===== src/rtl/vrf_ldr_data_mover_if.sv =====
// AXI4 read-address / read-data channel bundle between the
// VRF load mover (master) and one DDR4 AXI port (slave).
interface vrf_ldr_data_mover_if #(
   parameter int AW = 36,
   parameter int DW = 512
);

   logic [AW-1:0] m_axi_araddr;
   logic [7:0]    m_axi_arlen;
   logic [2:0]    m_axi_arsize;
   logic [1:0]    m_axi_arburst;
   logic          m_axi_arvalid;
   logic          m_axi_arready;

   logic [DW-1:0] m_axi_rdata;
   logic [1:0]    m_axi_rresp;
   logic          m_axi_rlast;
   logic          m_axi_rvalid;
   logic          m_axi_rready;

   modport master (
      output m_axi_araddr,
      output m_axi_arlen,
      output m_axi_arsize,
      output m_axi_arburst,
      output m_axi_arvalid,
      input  m_axi_arready,
      input  m_axi_rdata,
      input  m_axi_rresp,
      input  m_axi_rlast,
      input  m_axi_rvalid,
      output m_axi_rready
   );

   modport slave (
      input  m_axi_araddr,
      input  m_axi_arlen,
      input  m_axi_arsize,
      input  m_axi_arburst,
      input  m_axi_arvalid,
      output m_axi_arready,
      output m_axi_rdata,
      output m_axi_rresp,
      output m_axi_rlast,
      output m_axi_rvalid,
      input  m_axi_rready
   );

endinterface


===== src/rtl/vrf_ldr_data_mover.sv =====
// VRF load data mover: fetches DDR4 data over AXI4 reads and
// packs pairs of 512-bit beats into 1024-bit VRF BRAM rows.
module vrf_ldr_data_mover #(
   parameter int DDR4_ADDRWIDTH  = 36,
   parameter int AXI_DATAWIDTH   = 512,
   parameter int VRF_ADDRWIDTH   = 10,
   parameter int VRF_DATAWIDTH   = 1024,
   parameter int MAX_BURST_BEATS = 64
) (
   input  logic                     clk,
   input  logic                     rst,

   input  logic                     start_i,
   input  logic [DDR4_ADDRWIDTH-1:0] src_axi_addr_i,
   input  logic [VRF_ADDRWIDTH-1:0] dst_bram_addr_i,
   input  logic [14:0]              byte_to_trans_i,
   output logic                     done_o,
   output logic                     err_o,
   output logic                     busy_o,

   vrf_ldr_data_mover_if.master     axi,

   output logic                     bram_en_o,
   output logic                     bram_we_o,
   output logic [VRF_ADDRWIDTH-1:0] bram_addr_o,
   output logic [VRF_DATAWIDTH-1:0] bram_din_o
);

   localparam logic [8:0] MAX_B = 9'(MAX_BURST_BEATS);

   localparam logic [DDR4_ADDRWIDTH-1:0] ROW_MASK =
      ~DDR4_ADDRWIDTH'(127);

   typedef enum logic [2:0] {
      S_IDLE,
      S_ADDR,
      S_DATA,
      S_FLUSH,
      S_DONE
   } state_t;

   state_t state_q;
   state_t state_d;

   logic [DDR4_ADDRWIDTH-1:0] addr_q;
   logic [DDR4_ADDRWIDTH-1:0] addr_d;
   logic [8:0]                beats_left_q;
   logic [8:0]                beats_left_d;
   logic [8:0]                burst_q;
   logic [8:0]                burst_d;
   logic [VRF_ADDRWIDTH-1:0]  row_q;
   logic [VRF_ADDRWIDTH-1:0]  row_d;
   logic                      parity_q;
   logic                      parity_d;
   logic                      err_q;
   logic                      err_d;
   logic [AXI_DATAWIDTH-1:0]  low_q;
   logic [AXI_DATAWIDTH-1:0]  low_d;

   logic                      wr_en_q;
   logic                      wr_en_d;
   logic [VRF_ADDRWIDTH-1:0]  wr_addr_q;
   logic [VRF_ADDRWIDTH-1:0]  wr_addr_d;
   logic [VRF_DATAWIDTH-1:0]  wr_data_q;
   logic [VRF_DATAWIDTH-1:0]  wr_data_d;

   logic                      start_ok;
   logic [8:0]                beats_in;
   logic                      beat_ok;
   logic [6:0]                to_bnd;
   logic [8:0]                burst_c;
   logic [8:0]                burst_m1;

   // command acceptance and per-beat strobes
   always_comb begin
      start_ok = start_i &&
                 (state_q == S_IDLE || state_q == S_DONE);
      beats_in = 9'(byte_to_trans_i >> 6) & 9'h1FE;
      beat_ok  = (state_q == S_DATA) && axi.m_axi_rvalid;
   end

   // burst length: clip to remaining beats, 4 KB page, cap
   always_comb begin
      to_bnd  = 7'd64 - {1'b0, addr_q[11:6]};
      burst_c = beats_left_q;
      if ({2'b00, to_bnd} < burst_c) begin
         burst_c = {2'b00, to_bnd};
      end
      if (MAX_B < burst_c) begin
         burst_c = MAX_B;
      end
      burst_m1 = burst_c - 9'd1;
   end

   // state register
   always_ff @(posedge clk or posedge rst) begin
      if (rst) begin
         state_q <= S_IDLE;
      end else begin
         state_q <= state_d;
      end
   end

   // next-state logic
   always_comb begin
      state_d = state_q;
      unique case (state_q)
         S_IDLE: begin
            if (start_ok) begin
               state_d = (beats_in == 9'd0) ? S_DONE : S_ADDR;
            end
         end
         S_ADDR: begin
            if (axi.m_axi_arready) begin
               state_d = S_DATA;
            end
         end
         S_DATA: begin
            if (beat_ok && axi.m_axi_rlast) begin
               state_d = (beats_left_q == 9'd1) ? S_FLUSH : S_ADDR;
            end
         end
         S_FLUSH: begin
            state_d = S_DONE;
         end
         S_DONE: begin
            if (start_ok) begin
               state_d = (beats_in == 9'd0) ? S_DONE : S_ADDR;
            end else begin
               state_d = S_IDLE;
            end
         end
         default: begin
            state_d = S_IDLE;
         end
      endcase
   end

   // state-decoded outputs
   always_comb begin
      axi.m_axi_arvalid = (state_q == S_ADDR);
      axi.m_axi_rready  = (state_q == S_DATA);
      axi.m_axi_arlen   = (state_q == S_ADDR) ? burst_m1[7:0] : 8'd0;
      axi.m_axi_araddr  = addr_q;
      axi.m_axi_arsize  = 3'b110;
      axi.m_axi_arburst = 2'b01;
      busy_o = (state_q == S_ADDR) || (state_q == S_DATA) ||
               (state_q == S_FLUSH);
      done_o = (state_q == S_DONE);
      err_o  = err_q;
   end

   // datapath: command latch, beat packing, row write stage
   always_comb begin
      addr_d       = addr_q;
      beats_left_d = beats_left_q;
      burst_d      = burst_q;
      row_d        = row_q;
      parity_d     = parity_q;
      err_d        = err_q;
      low_d        = low_q;
      wr_en_d      = 1'b0;
      wr_addr_d    = wr_addr_q;
      wr_data_d    = wr_data_q;

      if (start_ok) begin
         addr_d       = src_axi_addr_i & ROW_MASK;
         beats_left_d = beats_in;
         row_d        = dst_bram_addr_i;
         parity_d     = 1'b0;
         err_d        = 1'b0;
      end

      if (state_q == S_ADDR && axi.m_axi_arready) begin
         burst_d = burst_c;
      end

      if (beat_ok) begin
         beats_left_d = beats_left_q - 9'd1;
         parity_d     = ~parity_q;
         if (axi.m_axi_rresp != 2'b00) begin
            err_d = 1'b1;
         end
         if (!parity_q) begin
            low_d = axi.m_axi_rdata;
         end else begin
            wr_en_d   = 1'b1;
            wr_addr_d = row_q;
            wr_data_d = {axi.m_axi_rdata, low_q};
            row_d     = row_q + VRF_ADDRWIDTH'(1);
         end
         if (axi.m_axi_rlast) begin
            addr_d = addr_q + DDR4_ADDRWIDTH'({burst_q, 6'd0});
         end
      end
   end

   // datapath registers
   always_ff @(posedge clk or posedge rst) begin
      if (rst) begin
         addr_q       <= '0;
         beats_left_q <= '0;
         burst_q      <= '0;
         row_q        <= '0;
         parity_q     <= 1'b0;
         err_q        <= 1'b0;
         low_q        <= '0;
         wr_en_q      <= 1'b0;
         wr_addr_q    <= '0;
         wr_data_q    <= '0;
      end else begin
         addr_q       <= addr_d;
         beats_left_q <= beats_left_d;
         burst_q      <= burst_d;
         row_q        <= row_d;
         parity_q     <= parity_d;
         err_q        <= err_d;
         low_q        <= low_d;
         wr_en_q      <= wr_en_d;
         wr_addr_q    <= wr_addr_d;
         wr_data_q    <= wr_data_d;
      end
   end

   // BRAM port driven straight from the write stage
   always_comb begin
      bram_en_o   = wr_en_q;
      bram_we_o   = wr_en_q;
      bram_addr_o = wr_addr_q;
      bram_din_o  = wr_data_q;
   end

endmodule


===== src/flat_wrapper.sv =====
// flat-port wrapper written by rule: the top's interface ports become plain ports
module vrf_ldr_data_mover_flat 
#(
   parameter int DDR4_ADDRWIDTH  = 36,
   parameter int AXI_DATAWIDTH   = 512,
   parameter int VRF_ADDRWIDTH   = 10,
   parameter int VRF_DATAWIDTH   = 1024,
   parameter int MAX_BURST_BEATS = 64
)
  (clk, rst, start_i, src_axi_addr_i, dst_bram_addr_i, byte_to_trans_i, done_o, err_o, busy_o, bram_en_o, bram_we_o, bram_addr_o, bram_din_o, axi_m_axi_araddr, axi_m_axi_arlen, axi_m_axi_arsize, axi_m_axi_arburst, axi_m_axi_arvalid, axi_m_axi_arready, axi_m_axi_rdata, axi_m_axi_rresp, axi_m_axi_rlast, axi_m_axi_rvalid, axi_m_axi_rready);
  vrf_ldr_data_mover_if #(.AW((36)), .DW((512))) axi_i ();
  input  logic clk;
  input  logic rst;
  input  logic start_i;
  input  logic [DDR4_ADDRWIDTH-1:0] src_axi_addr_i;
  input  logic [VRF_ADDRWIDTH-1:0] dst_bram_addr_i;
  input  logic [14:0] byte_to_trans_i;
  output logic done_o;
  output logic err_o;
  output logic busy_o;
  output logic bram_en_o;
  output logic bram_we_o;
  output logic [VRF_ADDRWIDTH-1:0] bram_addr_o;
  output logic [VRF_DATAWIDTH-1:0] bram_din_o;
  output wire logic [$bits(axi_i.m_axi_araddr)-1:0] axi_m_axi_araddr;
  output wire logic [$bits(axi_i.m_axi_arlen)-1:0] axi_m_axi_arlen;
  output wire logic [$bits(axi_i.m_axi_arsize)-1:0] axi_m_axi_arsize;
  output wire logic [$bits(axi_i.m_axi_arburst)-1:0] axi_m_axi_arburst;
  output wire logic [$bits(axi_i.m_axi_arvalid)-1:0] axi_m_axi_arvalid;
  input wire logic [$bits(axi_i.m_axi_arready)-1:0] axi_m_axi_arready;
  input wire logic [$bits(axi_i.m_axi_rdata)-1:0] axi_m_axi_rdata;
  input wire logic [$bits(axi_i.m_axi_rresp)-1:0] axi_m_axi_rresp;
  input wire logic [$bits(axi_i.m_axi_rlast)-1:0] axi_m_axi_rlast;
  input wire logic [$bits(axi_i.m_axi_rvalid)-1:0] axi_m_axi_rvalid;
  output wire logic [$bits(axi_i.m_axi_rready)-1:0] axi_m_axi_rready;
  assign axi_m_axi_araddr = axi_i.m_axi_araddr;
  assign axi_m_axi_arlen = axi_i.m_axi_arlen;
  assign axi_m_axi_arsize = axi_i.m_axi_arsize;
  assign axi_m_axi_arburst = axi_i.m_axi_arburst;
  assign axi_m_axi_arvalid = axi_i.m_axi_arvalid;
  assign axi_i.m_axi_arready = axi_m_axi_arready;
  assign axi_i.m_axi_rdata = axi_m_axi_rdata;
  assign axi_i.m_axi_rresp = axi_m_axi_rresp;
  assign axi_i.m_axi_rlast = axi_m_axi_rlast;
  assign axi_i.m_axi_rvalid = axi_m_axi_rvalid;
  assign axi_m_axi_rready = axi_i.m_axi_rready;
  vrf_ldr_data_mover #(.DDR4_ADDRWIDTH(DDR4_ADDRWIDTH), .AXI_DATAWIDTH(AXI_DATAWIDTH), .VRF_ADDRWIDTH(VRF_ADDRWIDTH), .VRF_DATAWIDTH(VRF_DATAWIDTH), .MAX_BURST_BEATS(MAX_BURST_BEATS)) u_core (.clk(clk), .rst(rst), .start_i(start_i), .src_axi_addr_i(src_axi_addr_i), .dst_bram_addr_i(dst_bram_addr_i), .byte_to_trans_i(byte_to_trans_i), .done_o(done_o), .err_o(err_o), .busy_o(busy_o), .axi(axi_i), .bram_en_o(bram_en_o), .bram_we_o(bram_we_o), .bram_addr_o(bram_addr_o), .bram_din_o(bram_din_o));
endmodule

===== config.mk =====
export PLATFORM = sky130hd
export DESIGN_NAME = vrf_ldr_data_mover_flat
export DESIGN_NICKNAME = d
export VERILOG_FILES = /design/src/rtl/vrf_ldr_data_mover_if.sv /design/src/rtl/vrf_ldr_data_mover.sv /design/src/flat_wrapper.sv
export SDC_FILE = /design/constraint.sdc
export NUM_CORES = 2
export LEC_CHECK = 0
export BUFFER_PORTS_ARGS = -buffer_cell sky130_fd_sc_hd__buf_2
export CAP_MARGIN = 20
export CELL_PAD_IN_SITES_DETAIL_PLACEMENT = 2
export CELL_PAD_IN_SITES_GLOBAL_PLACEMENT = 2
export CORE_AREA = 2 2 644 646
export DETAILED_ROUTE_END_ITERATION = 10
export DIE_AREA = 0 0 646 648
export PLACE_DENSITY_LB_ADDON = 0.1
export SLEW_MARGIN = 10
export SYNTH_ARGS = -nofsm -noshare
export SYNTH_HDL_FRONTEND = slang
export SYNTH_SLANG_ARGS = --single-unit

===== constraint.sdc =====
create_clock -name clk -period 57.9 [get_ports clk]
set_clock_uncertainty 0.1 [all_clocks]
set_input_delay 14.475 -clock clk [delete_from_list [all_inputs] [get_ports clk]]
set_output_delay 14.475 -clock clk [all_outputs]
set_load 0.05 [all_outputs]

---- Word level (Yosys, flattened, before mapping) ----
Cells that the tools add are included.
storage, ports and cells
  flip-flop bits (word level) ............. 1,616
  input port bits ......................... 581
cells by class
  $add $sub $neg .......................... 5
  $lt $le $gt $ge ......................... 2
  equality and inequality tests ........... 8
  muxes and demuxes ....................... 25
  bitwise logic cells ..................... 1
  reductions and logical operators ........ 14
operators with widths
  cell                                                                         number
  36-bit 2-to-1 mux                                                            3
  36-bit by 15-bit adder with 36-bit output                                    1
  9-bit 2-to-1 mux                                                             4
  10-bit 2-to-1 mux                                                            3
  3-bit 2-to-1 mux                                                             5
  3-bit one-hot mux with 5 select lines                                        1
  10-bit by 1-bit adder with 10-bit output, second input constant              1
  9-bit by 1-bit equality test with 1-bit output, second input constant        1
  9-bit logical NOT                                                            1
  7-bit by 9-bit less-than comparator with 1-bit output                        1
  7-bit by 9-bit less-than comparator with 1-bit output, first input constant  1
  9-bit by 1-bit subtractor with 9-bit output, second input constant           1
  8-bit 2-to-1 mux                                                             1
  8-bit by 1-bit subtractor with 8-bit output, second input constant           1
  1-bit 2-to-1 mux                                                             7
  7-bit by 6-bit subtractor with 7-bit output, first input constant            1
  3-bit by 2-bit equality test with 1-bit output, second input constant        2
  2-bit by 1-bit inequality test with 1-bit output, second input constant      3
  1-bit logical AND                                                            4
  2-bit AND reduction                                                          2
  2-bit nonzero test                                                           2
  3-bit by 1-bit equality test with 1-bit output, second input constant        1
  3-bit equality test, second input constant                                   1
  3-bit logical NOT                                                            1
  other kinds (4)                                                              6

---- Logic depth before layout (Yosys ltp) ----
  word-level depth ........................ 7
  mapped depth ............................ 15

---- Worst setup path after synthesis ----
OpenSTA, ideal clock, no wires.
  kind .................................... reg-to-output
  start ................................... register u_core.addr_q[7], in the netlist u_core.axi.m_axi_araddr[7]
  end ..................................... output port axi_m_axi_arlen[2]
  arrival ................................. 4.308 ns
  data required time ...................... 43.325 ns
  path slack .............................. 39.017 ns
  cell stages (with the launch flop) ...... 14
  path buffers ............................ 0
  path through ............................ dfrtp_1 inv_1 ha_1 nand2b_1 and2_1 ha_1 a211oi_1 o21ai_0 a21oi_4 mux2i_1 or2_2 ha_1 or3_1 a21oi_1
between the ends
  cells in the longest elaborated chain, start to end .. 7
RTL lines
  item                                                   RTL line                   text
  start, declared                                        vrf_ldr_data_mover.sv:45   logic [DDR4_ADDRWIDTH-1:0] addr_q;
  start signal, assigned                                 vrf_ldr_data_mover.sv:212  addr_q <= addr_d;
  7-bit by 6-bit subtractor with 7-bit output (*)        vrf_ldr_data_mover.sv:84   to_bnd = 7'd64 - {1'b0, addr_q[11:6]};
  7-bit by 9-bit less-than comparator with 1-bit output  vrf_ldr_data_mover.sv:86   if ({2'b00, to_bnd} < burst_c) begin
  9-bit 2-to-1 mux (*)                                   vrf_ldr_data_mover.sv:86
  7-bit by 9-bit less-than comparator with 1-bit output  vrf_ldr_data_mover.sv:89   if (MAX_B < burst_c) begin
  9-bit 2-to-1 mux (*)                                   vrf_ldr_data_mover.sv:89
  8-bit by 1-bit subtractor with 8-bit output (*)        vrf_ldr_data_mover.sv:92   burst_m1 = burst_c - 9'd1;
  8-bit 2-to-1 mux (*)                                   vrf_ldr_data_mover.sv:143  axi.m_axi_arlen = (state_q == S_ADDR) ? burst_m1[7:0] : 8'd0;
  end, declared                                          flat_wrapper.sv:26         output wire logic [$bits(axi_i.m_axi_arlen)-1:0] axi_m_axi_arlen;
Mark *: on every way between the ends. The rest lies on a longest branch, timed or not.

---- Worst setup path in the final report ----
  start ................................... register u_core.addr_q[7], in the netlist u_core.axi.m_axi_araddr[7]
  end ..................................... output port axi_m_axi_arlen[4]
The elaborated chain is that of the path after synthesis.

==> summary.md <==
| Metric | Value |
|---|---|
| Fin crit period | 20.42 ns |
| Post-synthesis sequential area ratio | 65.04% |
| Vias per cell | 3.732 |
| Most frequent cells after synthesis | 3166 x nand2_1, 1616 x dfrtp_1, 514 x mux2_2 |
| # fillers | 46770 |
| Lkg Pwr | 44.09 nW |
| Vias | 49670 |
| FMAX | 48.96 MHz |
| Hold Crit Class | reg2reg |
| Largest net degree at the start of global routing | 178 |
| Syn Area/Cell | 10.35 sq um |
| Clock Latency Late Sink | 0.94 ns |
| Crit-path cells | inv_1, ha_1, nand2b_1, nor4_2, ha_1, a21oi_1, o32ai_1, a21oi_4, mux2i_1, or2_2, ha_1, mux2_1, o32ai_2, buf_2 |
| Top cells by area, synth | dfrtp_1 65%, nand2_1 19%, mux2_2 9.3%, clkbuf_1 0.88%, buf_2 0.84% |
| Max-cap viol count | 0 |
| Met2 Wirelength | 168600 um |
| Synth Warn # | 0 |
| Post-Syn Area | 0.06218 sq mm |
| Per-cell routed wire length | 24.24 um |
| Outcome | completed |
| Met1 Wirelength | 112200 um |
| Worst slew margin | 26.53% |
| Post-DRT Antenna Nets | 0 |
| CP Capture Type | primary output |
| Number of antenna violations at the first check in global routing | 246 |
| Final WL | 322700 um |
| Num CTS Buffers | 218 |
| Met3 wire length | 28930 um |
| Hold Vio Cnt, Final | 0 |
| GPL Wtd Cong | 0.7698 |
| Worst EP arrival | 5.85 ns |
| Top Layer Used | met5 |
| Top-level port count | 1671 |
| IO buf count | 1651 |
| Post-DP Area | 0.07639 sq mm |
| Fin nets | 8222 |
| Global-route wire length before repair | 449600 um |
| Number of flops mapped to enable cells by yosys | 0 |
| Max Slew Vio Count | 0 |
| Count of final setup violators | 0 |
| Most frequent cell after synthesis | nand2_1 |
| Crit Path Max Fanout | 16 |
| Slowest Stage Delay on Critical Path | 0.66 ns |
| Synth cell types | 67 |
| Top-area cell type share of the netlist area | 65.04% |
| Die Span Y | 648 um |
| Drt initial violations | 1938 |
| Worst setup path class | reg2out |
| Clk sinks | 1616 |
| Critical Path Most Common Cell | ha_1 |
| Vias in the first global route | 54890 |
| Final Instance Area | 0.08387 sq mm |
| Synth async-reset ratio | 100.0% |
| Root buf cell | clkbuf_16 |
| Slew of the pin with the lowest slew margin | 1.102 ns |
| Post-Syn Instances | 6007 |
| Peak supply drop | 25.46 uV |
| Die Area | 0.4186 sq mm |
| Starting Density | 15.09% |
| Power per cell area | 69.26 mW/mm^2 |
| Drt drc | 0 |
| CP Launch Type | flip-flop |
| RSZ-0062 raised after global routing | false |
| Grt ovf | 0 |
| Clock Pin Slew Worst Setup and Hold Paths | 0.06 ns |
| Longest Clk Path Bufs | 4 |
| Setup TNS | 0 ns |
| CP Data Required Time | 43.33 ns |
| Cell taking the most area after synthesis | dfrtp_1 |
| Flops & latches, synth | 1616 |
| Hpwl dp | 237200 um |
| Slowest CP cell | mux2i_1 |
| Core Region | 0.4119 sq mm |
| CTS tree | built |
| Post-CTS Setup Bufs | 0 |
| Fraction of layout cells with a size suffix above 1 | 33.31% |
| CTS resizes | 0 |
| Htree depth | 4 |
| Area grow syn2layout | 34.89% |
| # hold bufs at CTS | 0 |
| Row count | 236 |
| Synth Flop Type | dfrtp_1 |
| Global Route Usage Sum | 15.05% |
| Fin crit share | 35.28% |
| DIE WIDTH | 646 um |
| First-pass iteration count of the detailed router | 4 |
## routing by layer
metal / vias up / global-route usage (%)
met5: - / 0
met4: 138 / 4.445
li1: 22220 / -
met1: 25150 / 15.26
met2: 1407 / 27.82
met3: 756 / 6.377
## area by class of cell
type                    count  area, sq um  area share [%]
repair buffers           1711         8884           10.59
well taps                5474         6849           8.166
inverters                  22        93.84          0.1119
diodes                     34        85.08          0.1014
clock inverters            63        735.7          0.8772
multi-input cells        4051        20150           24.03
flip-flops and latches   1616        40440           48.22
clock buffers             339         6633           7.908
## per-stage QoR
stage / hold slack, ns / setup slack, ns / std cells / utilization (%) / power [mW]
6_report: 0.3534 / 37.48 / 13310 / 20.36 / 5.808
5_1_grt: 0.3716 / 36.97 / 13290 / 20.35 / 6.169
4_1_cts: 0.3582 / 37.16 / 13280 / 20.33 / 5.971
3_5_place_dp: 0.3512 / 36.58 / 12870 / 18.54 / 4.492
3_3_place_gp: 0.3400 / 36.55 / 12870 / 18.54 / 4.444
2_1_floorplan: 0.3348 / 20.93 / 6010 / - / 3.592
## final timing paths
check,from,to,slack (ns),depth (start not counted)
hold reg to reg,u_core.low_q[238],u_core.bram_din_o[238],0.35,2
hold / removal,u_core.low_q[238],u_core.bram_din_o[238],0.35,2
setup reg to reg,u_core.state_q[0],u_core.bram_din_o[714],51.16,10
setup / recovery,u_core.axi.m_axi_araddr[7],axi_m_axi_arlen[4],37.48,14
min in group asynchronous,rst,u_core.low_q[451],13.60,2
max in group asynchronous,rst,u_core.bram_din_o[287],39.29,8
## placed cells by master (no fill, tap or decap), types with 8 or more instances in the layout
cell type	count
a211oi_1	8
a21oi_1	29
a221oi_1	9
a311oi_1	8
and2_1	16
and3_1	17
buf_12	12
buf_2	1651
buf_4	47
bufinv_16	10
clkbuf_1	51
clkbuf_16	220
clkbuf_8	68
clkinv_2	37
dfrtp_1	1616
diode_2	34
ha_1	20
inv_1	20
mux2_2	514
mux2i_1	9
nand2_1	3164
nand3_1	8
nand4_1	9
nor2_1	77
nor3_1	17
o211ai_1	13
o21ai_0	24
## worst max-delay path: cells and delay by family, from the launching register on
family	cells	cell delay [ns]
compound gates	4	1.06
flops	1	0.48
simple gates	3	0.94
fa+ha+maj	3	0.82
mux	2	1.01
buf+inv	2	0.60
## kinds of logic (layout without fill, tap and decap cells)
group	count (synthesis)	count (layout)	synth area share (%)
AOI/OAI and AO/OA	150	150	1.719
xor gates and xnor gates	12	12	0.1690
adders and majority gates	21	21	0.4347
buffers and inverters	343	2135	2.606
DFF	1616	1616	65.04
muxes	524	524	9.472
other	2	39	0.01208
and+or+nand+nor	3339	3339	20.55
## report_power, final
| group | switching (mW) | internal (mW) |
|---|---|---|
| sequential | 0.283 | 1.63 |
| clock | 0.581 | 0.830 |
| combinational | 1.92 | 0.569 |
## sequential cells by signal (all words and copies together) (netlist names)
name,flops
u_core.axi.m_axi_araddr,36
u_core.beats_left_q,9
u_core.bram_addr_o,10
u_core.bram_din_o,1024
u_core.bram_en_o,1
u_core.burst_q,9
u_core.err_o,1
u_core.low_q,512
u_core.parity_q,1
u_core.row_q,10
u_core.state_q,3
Power figures use the tool's default switching activity.
